### src/rtl/agg_win_if.sv
// Handshake and result bus between the aggregator and its producer/consumer.
// The master side feeds beats and configuration and consumes results.
interface agg_win_if #(
  parameter int agg_width = 12,
  parameter int acc_width = 20,
  parameter int num_ch    = 4,
  parameter int len_width = 4
);
  logic [len_width-1:0]        cfg_len;
  logic                        cfg_relu;
  logic                        in_valid;
  logic                        in_ready;
  logic [num_ch*agg_width-1:0] in_data;
  logic                        out_valid;
  logic                        out_ready;
  logic [num_ch*acc_width-1:0] agg_out2alu;
  logic [num_ch*agg_width-1:0] agg_out_acted;
  logic [num_ch-1:0]           out_ovf;

  modport master (
    output cfg_len, cfg_relu, in_valid, in_data, out_ready,
    input  in_ready, out_valid, agg_out2alu, agg_out_acted, out_ovf
  );

  modport slave (
    input  cfg_len, cfg_relu, in_valid, in_data, out_ready,
    output in_ready, out_valid, agg_out2alu, agg_out_acted, out_ovf
  );
endinterface

### src/rtl/agg_win.sv
// Multi-channel windowed aggregator: saturating per-channel sums over a
// configurable window, with raw and activated (optional ReLU) results.
module agg_win #(
  parameter int agg_width = 12,
  parameter int acc_width = 20,
  parameter int num_ch    = 4,
  parameter int len_width = 4
) (
  input logic       clk,
  input logic       rst,
  agg_win_if.slave  bus
);

  typedef enum logic [1:0] {IDLE, ACC, HOLD} state_t;

  localparam logic signed [acc_width:0] ACC_MAX = {2'b00, {(acc_width-1){1'b1}}};
  localparam logic signed [acc_width:0] ACC_MIN = {2'b11, {(acc_width-1){1'b0}}};
  localparam logic signed [acc_width-1:0] AGG_MAX =
    {{(acc_width-agg_width+1){1'b0}}, {(agg_width-1){1'b1}}};
  localparam logic signed [acc_width-1:0] AGG_MIN =
    {{(acc_width-agg_width+1){1'b1}}, {(agg_width-1){1'b0}}};

  state_t state, state_next;
  logic [len_width-1:0]        cnt, cnt_next, len_q, len_next;
  logic                        relu_q, relu_next;
  logic [num_ch*acc_width-1:0] acc_q, acc_next;
  logic [num_ch*agg_width-1:0] acted_q, acted_next;
  logic [num_ch-1:0]           ovf_q, ovf_next;
  logic                        out_valid_q;
  logic                        take;

  // Returns {clamped, value}; the sum is formed one bit wider so it cannot wrap.
  function automatic logic [acc_width:0] sat_add(
    input logic signed [acc_width-1:0] a,
    input logic signed [agg_width-1:0] b
  );
    logic signed [acc_width:0] s;
    s = (acc_width+1)'(a) + (acc_width+1)'(b);
    if (s > ACC_MAX)
      return {1'b1, ACC_MAX[acc_width-1:0]};
    else if (s < ACC_MIN)
      return {1'b1, ACC_MIN[acc_width-1:0]};
    else
      return {1'b0, s[acc_width-1:0]};
  endfunction

  function automatic logic [agg_width-1:0] activate(
    input logic signed [acc_width-1:0] x,
    input logic                        relu
  );
    logic signed [acc_width-1:0] y;
    y = x;
    if (relu && y < 0)
      y = '0;
    if (y > AGG_MAX)
      y = AGG_MAX;
    else if (y < AGG_MIN)
      y = AGG_MIN;
    return y[agg_width-1:0];
  endfunction

  assign bus.in_ready = rst && (state != HOLD);
  assign take         = bus.in_valid && bus.in_ready;

  always_comb begin
    state_next = state;
    cnt_next   = cnt;
    len_next   = len_q;
    relu_next  = relu_q;
    case (state)
      IDLE: begin
        if (take) begin
          cnt_next   = '0;
          len_next   = bus.cfg_len;
          relu_next  = bus.cfg_relu;
          state_next = (bus.cfg_len == '0) ? HOLD : ACC;
        end
      end
      ACC: begin
        if (take) begin
          cnt_next = cnt + 1'b1;
          if (cnt_next == len_q)
            state_next = HOLD;
        end
      end
      HOLD: begin
        if (bus.out_ready)
          state_next = IDLE;
      end
      default: state_next = IDLE;
    endcase
  end

  // The activated result is computed from the next accumulator value so it
  // leaves a register alongside the raw sum, with the window's latched ReLU.
  always_comb begin
    logic signed [agg_width-1:0] sample;
    logic [acc_width:0]          sat_res;
    sample     = '0;
    sat_res    = '0;
    acc_next   = acc_q;
    ovf_next   = ovf_q;
    acted_next = acted_q;
    for (int c = 0; c < num_ch; c++) begin
      sample = bus.in_data[c*agg_width +: agg_width];
      if (take) begin
        if (state == IDLE) begin
          acc_next[c*acc_width +: acc_width] = acc_width'(sample);
          ovf_next[c] = 1'b0;
        end else begin
          sat_res = sat_add(acc_q[c*acc_width +: acc_width], sample);
          acc_next[c*acc_width +: acc_width] = sat_res[acc_width-1:0];
          if (sat_res[acc_width])
            ovf_next[c] = 1'b1;
        end
      end
      acted_next[c*agg_width +: agg_width] =
        activate(acc_next[c*acc_width +: acc_width], relu_next);
    end
  end

  always_ff @(posedge clk) begin
    if (!rst) begin
      state       <= IDLE;
      cnt         <= '0;
      len_q       <= '0;
      relu_q      <= 1'b0;
      acc_q       <= '0;
      acted_q     <= '0;
      ovf_q       <= '0;
      out_valid_q <= 1'b0;
    end else begin
      state       <= state_next;
      cnt         <= cnt_next;
      len_q       <= len_next;
      relu_q      <= relu_next;
      acc_q       <= acc_next;
      acted_q     <= acted_next;
      ovf_q       <= ovf_next;
      out_valid_q <= (state_next == HOLD);
    end
  end

  assign bus.out_valid     = out_valid_q;
  assign bus.agg_out2alu   = acc_q;
  assign bus.agg_out_acted = acted_q;
  assign bus.out_ovf       = ovf_q;

endmodule

### src/flat_wrapper.sv
// flat-port wrapper written by rule: the top's interface ports become plain ports
module agg_win_flat 
#(
  parameter int agg_width = 12,
  parameter int acc_width = 20,
  parameter int num_ch    = 4,
  parameter int len_width = 4
)
  (clk, rst, bus_cfg_len, bus_cfg_relu, bus_in_valid, bus_in_data, bus_out_ready, bus_in_ready, bus_out_valid, bus_agg_out2alu, bus_agg_out_acted, bus_out_ovf);
  agg_win_if #(.agg_width(agg_width), .acc_width(acc_width), .num_ch(num_ch), .len_width(len_width)) bus_i ();
  input logic clk;
  input logic rst;
  input wire logic [$bits(bus_i.cfg_len)-1:0] bus_cfg_len;
  input wire logic [$bits(bus_i.cfg_relu)-1:0] bus_cfg_relu;
  input wire logic [$bits(bus_i.in_valid)-1:0] bus_in_valid;
  input wire logic [$bits(bus_i.in_data)-1:0] bus_in_data;
  input wire logic [$bits(bus_i.out_ready)-1:0] bus_out_ready;
  output wire logic [$bits(bus_i.in_ready)-1:0] bus_in_ready;
  output wire logic [$bits(bus_i.out_valid)-1:0] bus_out_valid;
  output wire logic [$bits(bus_i.agg_out2alu)-1:0] bus_agg_out2alu;
  output wire logic [$bits(bus_i.agg_out_acted)-1:0] bus_agg_out_acted;
  output wire logic [$bits(bus_i.out_ovf)-1:0] bus_out_ovf;
  assign bus_i.cfg_len = bus_cfg_len;
  assign bus_i.cfg_relu = bus_cfg_relu;
  assign bus_i.in_valid = bus_in_valid;
  assign bus_i.in_data = bus_in_data;
  assign bus_i.out_ready = bus_out_ready;
  assign bus_in_ready = bus_i.in_ready;
  assign bus_out_valid = bus_i.out_valid;
  assign bus_agg_out2alu = bus_i.agg_out2alu;
  assign bus_agg_out_acted = bus_i.agg_out_acted;
  assign bus_out_ovf = bus_i.out_ovf;
  agg_win #(.agg_width(agg_width), .acc_width(acc_width), .num_ch(num_ch), .len_width(len_width)) u_core (.clk(clk), .rst(rst), .bus(bus_i));
endmodule
### config.mk
export PLATFORM = sky130hd
export DESIGN_NAME = agg_win_flat
export DESIGN_NICKNAME = d
export VERILOG_FILES = /design/src/rtl/agg_win_if.sv /design/src/rtl/agg_win.sv /design/src/flat_wrapper.sv
export SDC_FILE = /design/constraint.sdc
export NUM_CORES = 1
export LEC_CHECK = 0
export CAP_MARGIN = 20
export CORE_MARGIN = 1.5
export CORE_UTILIZATION = 30
export DETAILED_ROUTE_END_ITERATION = 8
export HOLD_SLACK_MARGIN = 0.06
export PLACE_DENSITY = 0.6
export SETUP_SLACK_MARGIN = 0.5
export SLEW_MARGIN = 20
export SYNTH_ARGS = -nofsm -noshare
export SYNTH_HDL_FRONTEND = slang
export SYNTH_SLANG_ARGS = --single-unit
### constraint.sdc
create_clock -name clk -period 4 [get_ports clk]
set_clock_uncertainty 0.1 [all_clocks]
set_input_delay 0.6 -clock clk [delete_from_list [all_inputs] [get_ports clk]]
set_output_delay 0.6 -clock clk [all_outputs]
set_load 0.01 [all_outputs]
# Word-level counts from Yosys, hierarchy flattened
# Cells that the tools add are included.
# totals
regBits	144
inputBits	57
out_inout_bits	134
word_cells	126
# classes
n_addsub	5
n_bitwise	1
mux	55
reduce_logical	23
eq_ne	7
n_lt_le_gt_ge	20
# op_table
operator	count
21-bit two-way mux	16
20-bit two-way mux	12
20-bit by 12-bit adder with 21-bit output	4
21-bit by 20-bit > comparator with 1-bit output, second input constant	4
21-bit by 20-bit < comparator with 1-bit output, second input constant	4
20-bit by 12-bit > comparator with 1-bit output, second input constant	4
20-bit by 1-bit < comparator with 1-bit output, second input constant	4
20-bit by 12-bit < comparator with 1-bit output, second input constant	4
12-bit two-way mux	4
11-bit two-way mux	4
1-bit two-way mux	10
2-bit two-way mux	5
2-bit AND reduction	5
2-bit nonzero test	5
4-bit two-way mux	2
4-bit case mux with 2 select lines	1
2-bit OR reduction	4
1-bit logical AND	6
2-bit case mux with 3 select lines	1
4-bit by 1-bit adder with 4-bit output, second input constant	1
2-bit equality test, second input constant	2
4-bit equality test	1
4-bit zero test	1
2-bit by 1-bit inequality test with 1-bit output, second input constant	2
other kinds (5)	5

# Depth between registers and ports, before layout
# depth
word_depth	14
mapped_depth	16
depth_no_buf	14

# Worst setup path after synthesis
# OpenSTA, ideal clock, no wires.
# synth_timing
kind	input-to-reg
start	in bus_in_data[36]
end	reg u_core.acted_q[38], in the netlist u_core.bus.agg_out_acted[38]
stages	14
setup_ns	0.125
t_required_ns	3.775
slack_ns	0.388
arrival_ns	3.387
n_path_buf	1
path_cell_list	ha_1 inv_1 fa_1 nor2b_1 o2111ai_1 nand3_2 a311oi_4 o31ai_4 a211oi_1 a31o_1 a211o_1 o41ai_2 buf_4 a21oi_2
# synth_between
elab_chain_len	14
elab_cells_between_ends	16
classes_between	1 x add/sub; 5 x order compare; 9 x mux; 1 x reduce/logical
# synth_rtl
element	line_no	rtl
start, declared	flat_wrapper.sv:16	input wire logic [$bits(bus_i.in_data)-1:0] bus_in_data;
20-bit by 12-bit adder with 21-bit output	agg_win.sv:38	s = (acc_width+1)'(a) + (acc_width+1)'(b);
21-bit by 20-bit < comparator with 1-bit output	agg_win.sv:41	else if (s < ACC_MIN)
21-bit two-way mux	agg_win.sv:41	
21-bit two-way mux	agg_win.sv:39	if (s > ACC_MAX)
21-bit two-way mux	agg_win.sv:107	if (state == IDLE) begin
21-bit two-way mux	agg_win.sv:106	if (take) begin
20-bit two-way mux (*)	agg_win.sv:107	
20-bit two-way mux (*)	agg_win.sv:106	
20-bit by 1-bit < comparator with 1-bit output	agg_win.sv:53	if (relu && y < 0)
1-bit logical AND	agg_win.sv:53	
20-bit two-way mux (*)	agg_win.sv:53	
20-bit by 12-bit < comparator with 1-bit output	agg_win.sv:57	else if (y < AGG_MIN)
12-bit two-way mux	agg_win.sv:57	
11-bit two-way mux (*)	agg_win.sv:55	if (y > AGG_MAX)
end signal, assigned	agg_win.sv:138	acted_q <= acted_next;
end, declared	agg_win.sv:27	logic [num_ch*agg_width-1:0] acted_q, acted_next;
# Every way passes the cells marked *; elsewhere a longest branch is shown, timed or not. The select of a mux whose other input is x is not followed.
# A chain may end at the register's enable or synchronous reset.

# Final worst setup path
# layout_timing
start	in bus_in_data[8]
end	reg u_core.acted_q[4], in the netlist u_core.bus.agg_out_acted[4]
# Same word-level chain as after synthesis.

==> summary by stage <==
Setup path
In this run the worst setup path begins at bus_in_data[8]. The cell that appears most often on the critical path is nor4_4. The worst setup path is captured at a register. The arrival time at the worst endpoint is between 3000 and 4000 ps. The type of the setup path with the least slack is in2reg. The critical path goes through dlygate4sd2_1 > ha_4 > and4_4 > nand3_4 > a2111oi_4 > nor4_4 > a2bb2oi_4 > a221oi_4 > nor2_4 > a211o_1 > buf_6 > nor4_4 > a41o_1 > o21ai_1. The kind of cell with the highest combined delay on the critical path is compound AO/OA/AOI/OAI gates. The worst stage delay on the critical path is about 370 ps.

The buffering stage count on the worst path with inverters included is 2. The critical path required time is 4220 ps. The biggest fanout along the worst timing path is 6. The reg-to-reg startpoint is u_core.bus.agg_out2alu[60]. The kind of launch point of the worst setup path is a primary input. The slowest cell on the critical path is a221oi_4.

GRT
The via count of the first global-routing pass is approximately 12000. The first global-routing pass estimated 64820 um of wire. The overall overflow remaining after global route is 0.

The initial antenna violation count is 2. The maximum number of pins on one net before global-route repair is 74. Across every metal layer, demand over resource in global routing totals 0.2246.

Floorplan
The full die area is 36820 um2. The core region area is roughly 35000 um2. The number of placed I/O pins is about 190. The initial standard-cell utilization of the core is 0.3076.

The total number of placement rows is slightly below 70. The floorplan die width is approximately 190 um. The floorplan die height is ~190 um.

Logic synthesis
The library cell with the largest summed area after synthesis is dfxtp_1. Counting distinct cell types in the post-synthesis netlist gives 95. The fraction of post-synthesis cell area in the top cell type by area is 0.2693. For this run, asynchronously set or reset flops after synthesis account for 0. The post-synthesis cell count is roughly 1400.

The sequential element share of the synthesized area is 0.2693. The average instance in the mapped netlist occupies around 7.8 um2. Counting flops with a built-in enable in the synthesized netlist gives 0.

During synthesis, Yosys emitted a total of 0 warnings. The synthesized netlist net count is around 1500. The number of register bits inferred by synthesis is around 140.

By area the synthesized netlist is led by dfxtp_1, ha_1, a21oi_1. Among all flip-flop cells after synthesis, the most frequent one is dfxtp_1. The synthesized netlist occupies a cell area of 10700 um2.

Clocking
The maximum buffer depth of the clock tree is 2. The tree is rooted in a clkbuf_16. The clock slew seen by the registers of the worst setup and hold paths is roughly 70 ps.

TritonCTS created 17 clock buffers. At the later pin of the worst-skew pair, clock insertion delay measures 440 ps. The CTS tree is done.

For this design, the sink count on the clock tree is between 100 and 150. The total number of H-tree levels is 4.

Cells and area
The final net count is approximately 2000. The ratio of cells with drive above 1 in the final layout is 0.3453. The area growth from synthesis to layout is 64.20%.

The fraction of the core area covered by cells at the end of the flow is 0.5050. The layout has ~3300 filler cells.

STA
The post-layout worst setup margin is just under 500 ps. Setup violations remaining at the end of the flow were counted as 0. The slew at the pin closest to its max-slew limit is 861.8 ps.

The final hold violation count is 0. The final count of pins violating max slew is 0. The peak clock frequency supported by timing is between 200 and 300 MHz. Setup repair after global routing could not meet its margin everywhere. The post-layout minimum cycle time is ~3500 ps. The worst relative slew slack is 0.4254. The sum of negative setup slack is 0 ps. The post-route clock period utilization is 0.8785.

Placement
During placement, the flow inserted port buffers numbering between 150 and 200. The detailed-placement wirelength estimate is slightly below 30000 um. The final estimated routing congestion in global placement is 0.9187. The placement-stage worst setup slack is -438.7 ps.

Drt
For this block, the routed nets add up to around 42000 um of wire. The first routing iteration left about 850 violations. The detail route stage leaves a number of antenna-violating nets equal to 0.

The number of vias per cell is between 5 and 6. The number of remaining DRC errors is 0. The first detailed-routing pass ran for 7 iterations. In the final routed layout, each cell accounts on average for roughly 18 um. The routed layout has 12340 vias.

Hold path
In this run the most critical hold path is launched from u_core.bus.out_ovf[0]. The worst hold path belongs to the class reg2reg.

Status
The flow ran to the end, and the final reports show no timing, DRC or antenna violations.

Pwr
The maximum vdd ir drop is just over 0.0003 V. Total power for the finished layout comes to about 5.7 mW. The power density relative to cell area is 324.1 nW/um2. Summed over all cells, the static leakage comes to 7.405 nW.

Run
Across the run, the number of max-cap violations was 0.
sequential cells by signal, summed over array words and instances, names as in the netlist:
name	cells
u_core.bus.agg_out2alu	80
u_core.bus.agg_out_acted	48
u_core.bus.out_ovf	4
u_core.cnt	4
u_core.len_q	4
u_core.state	2
u_core.bus.out_valid	1
u_core.relu_q	1
where the power goes:
part / internal (mW) / total (mW) / switching, mW
Sequential: 1.58 / 1.69 / 0.111
Clock: 0.812 / 1.54 / 0.730
Combinational: 1.25 / 2.46 / 1.22
metal layers:
metal  global-route usage  vias to the layer above  routed length [um]
met1               0.2855                     5897               18640
met3              0.03380                       69                2066
met2               0.3906                      370               20570
li1                     -                     6004                   -
met4              0.06490                        2                 849
met5                    0                        -                  11
final cells by class:
type	instances	area, um2	share of cell area
multi-input cells	1102	8816	0.5016
flip-flops and latches	144	2918	0.1660
diodes	1	2.502	0.0001424
clock buffers	17	425.4	0.02421
clock inverters	15	130.1	0.007404
repair buffers	529	4507	0.2564
well taps	455	569.3	0.03239
inverters	55	206.4	0.01175
worst min-delay path, stage by stage (launching register included):
cell,delay [ps]
dfxtp_1,330
a21oi_1,40
nor2_1,70
cell usage in the layout, fill, tap and decap left out, types with 26 or more instances in the layout:
| cell | n |
|---|---|
| buf_4 | 309 |
| clkdlybuf4s50_1 | 142 |
| dfxtp_1 | 126 |
| nor2_1 | 124 |
| a21oi_1 | 121 |
| nand2_1 | 106 |
| o21ai_0 | 71 |
| inv_1 | 50 |
| ha_4 | 46 |
| a21o_1 | 42 |
| xnor2_1 | 40 |
| a21oi_2 | 31 |
| o21ai_2 | 31 |
| ha_1 | 30 |
| nand3_1 | 29 |
| xor2_1 | 26 |
| buf_6 | 26 |
what timing repair did:
| item | CTS | global route |
|---|---|---|
| setup buffers | 30 | 23 |
| hold endpoints to repair | 0 | 0 |
| hold buffers | 0 | 0 |
| pin swaps | 84 | 88 |
| gates cloned | 8 | 0 |
| endpoints found under the setup margin | 60 | 52 |
| gates resized for setup | 233 | 160 |
worst paths after layout:
path	endpoint	slack, ps	cells past startpoint
min	u_core.bus.out_ovf[0]	370	2
max reg2reg	u_core.bus.agg_out_acted[38]	510	16
max	u_core.bus.agg_out_acted[4]	490	14
min reg2reg	u_core.bus.out_ovf[0]	370	2
stage by stage:
step	area, um2	hold WS [ps]	cells
final	17570	370.5	2318
after CTS	16820	371.8	2294
after global routing	17570	391.0	2318
after detailed placement	15080	358.3	2224
after global placement	15080	353.7	2224
after floorplan	10780	348.1	1369
cell families (layout without fill, tap and decap cells):
kind of cell,Yosys count,after routing,share of synthesized area
compound gates,497,499,0.3124
simple gates,439,439,0.2003
flops,144,144,0.2693
buf+inv,125,616,0.04770
fa+ha+maj,87,87,0.1040
xor+xnor,68,68,0.05565
mux,9,9,0.01064
other cells,0,1,0
synth_stat cells (5+ instances only):
master,n
a21oi_1,144
dfxtp_1,144
nor2_1,130
nand2_1,114
o21ai_0,91
ha_1,81
inv_1,55
clkbuf_1,44
a21o_1,42
xnor2_1,41
o21ai_1,35
nand3_1,32
xor2_1,27
and2_1,23
or3_1,21
nand2b_1,20
nor3_1,20
o211ai_1,18
buf_2,16
and3_1,15
a211oi_1,14
a22oi_1,14
a21oi_2,13
nand4_1,13
a31oi_1,12
o2111ai_1,12
nor2b_1,11
a211o_1,8
a311oi_1,7
and4_1,7
o21a_1,7
nand3b_1,6
o21bai_1,6
o221ai_1,6
mux2i_1,5
o41ai_1,5
or4_1,5
(Power assumes the default switching activity.)
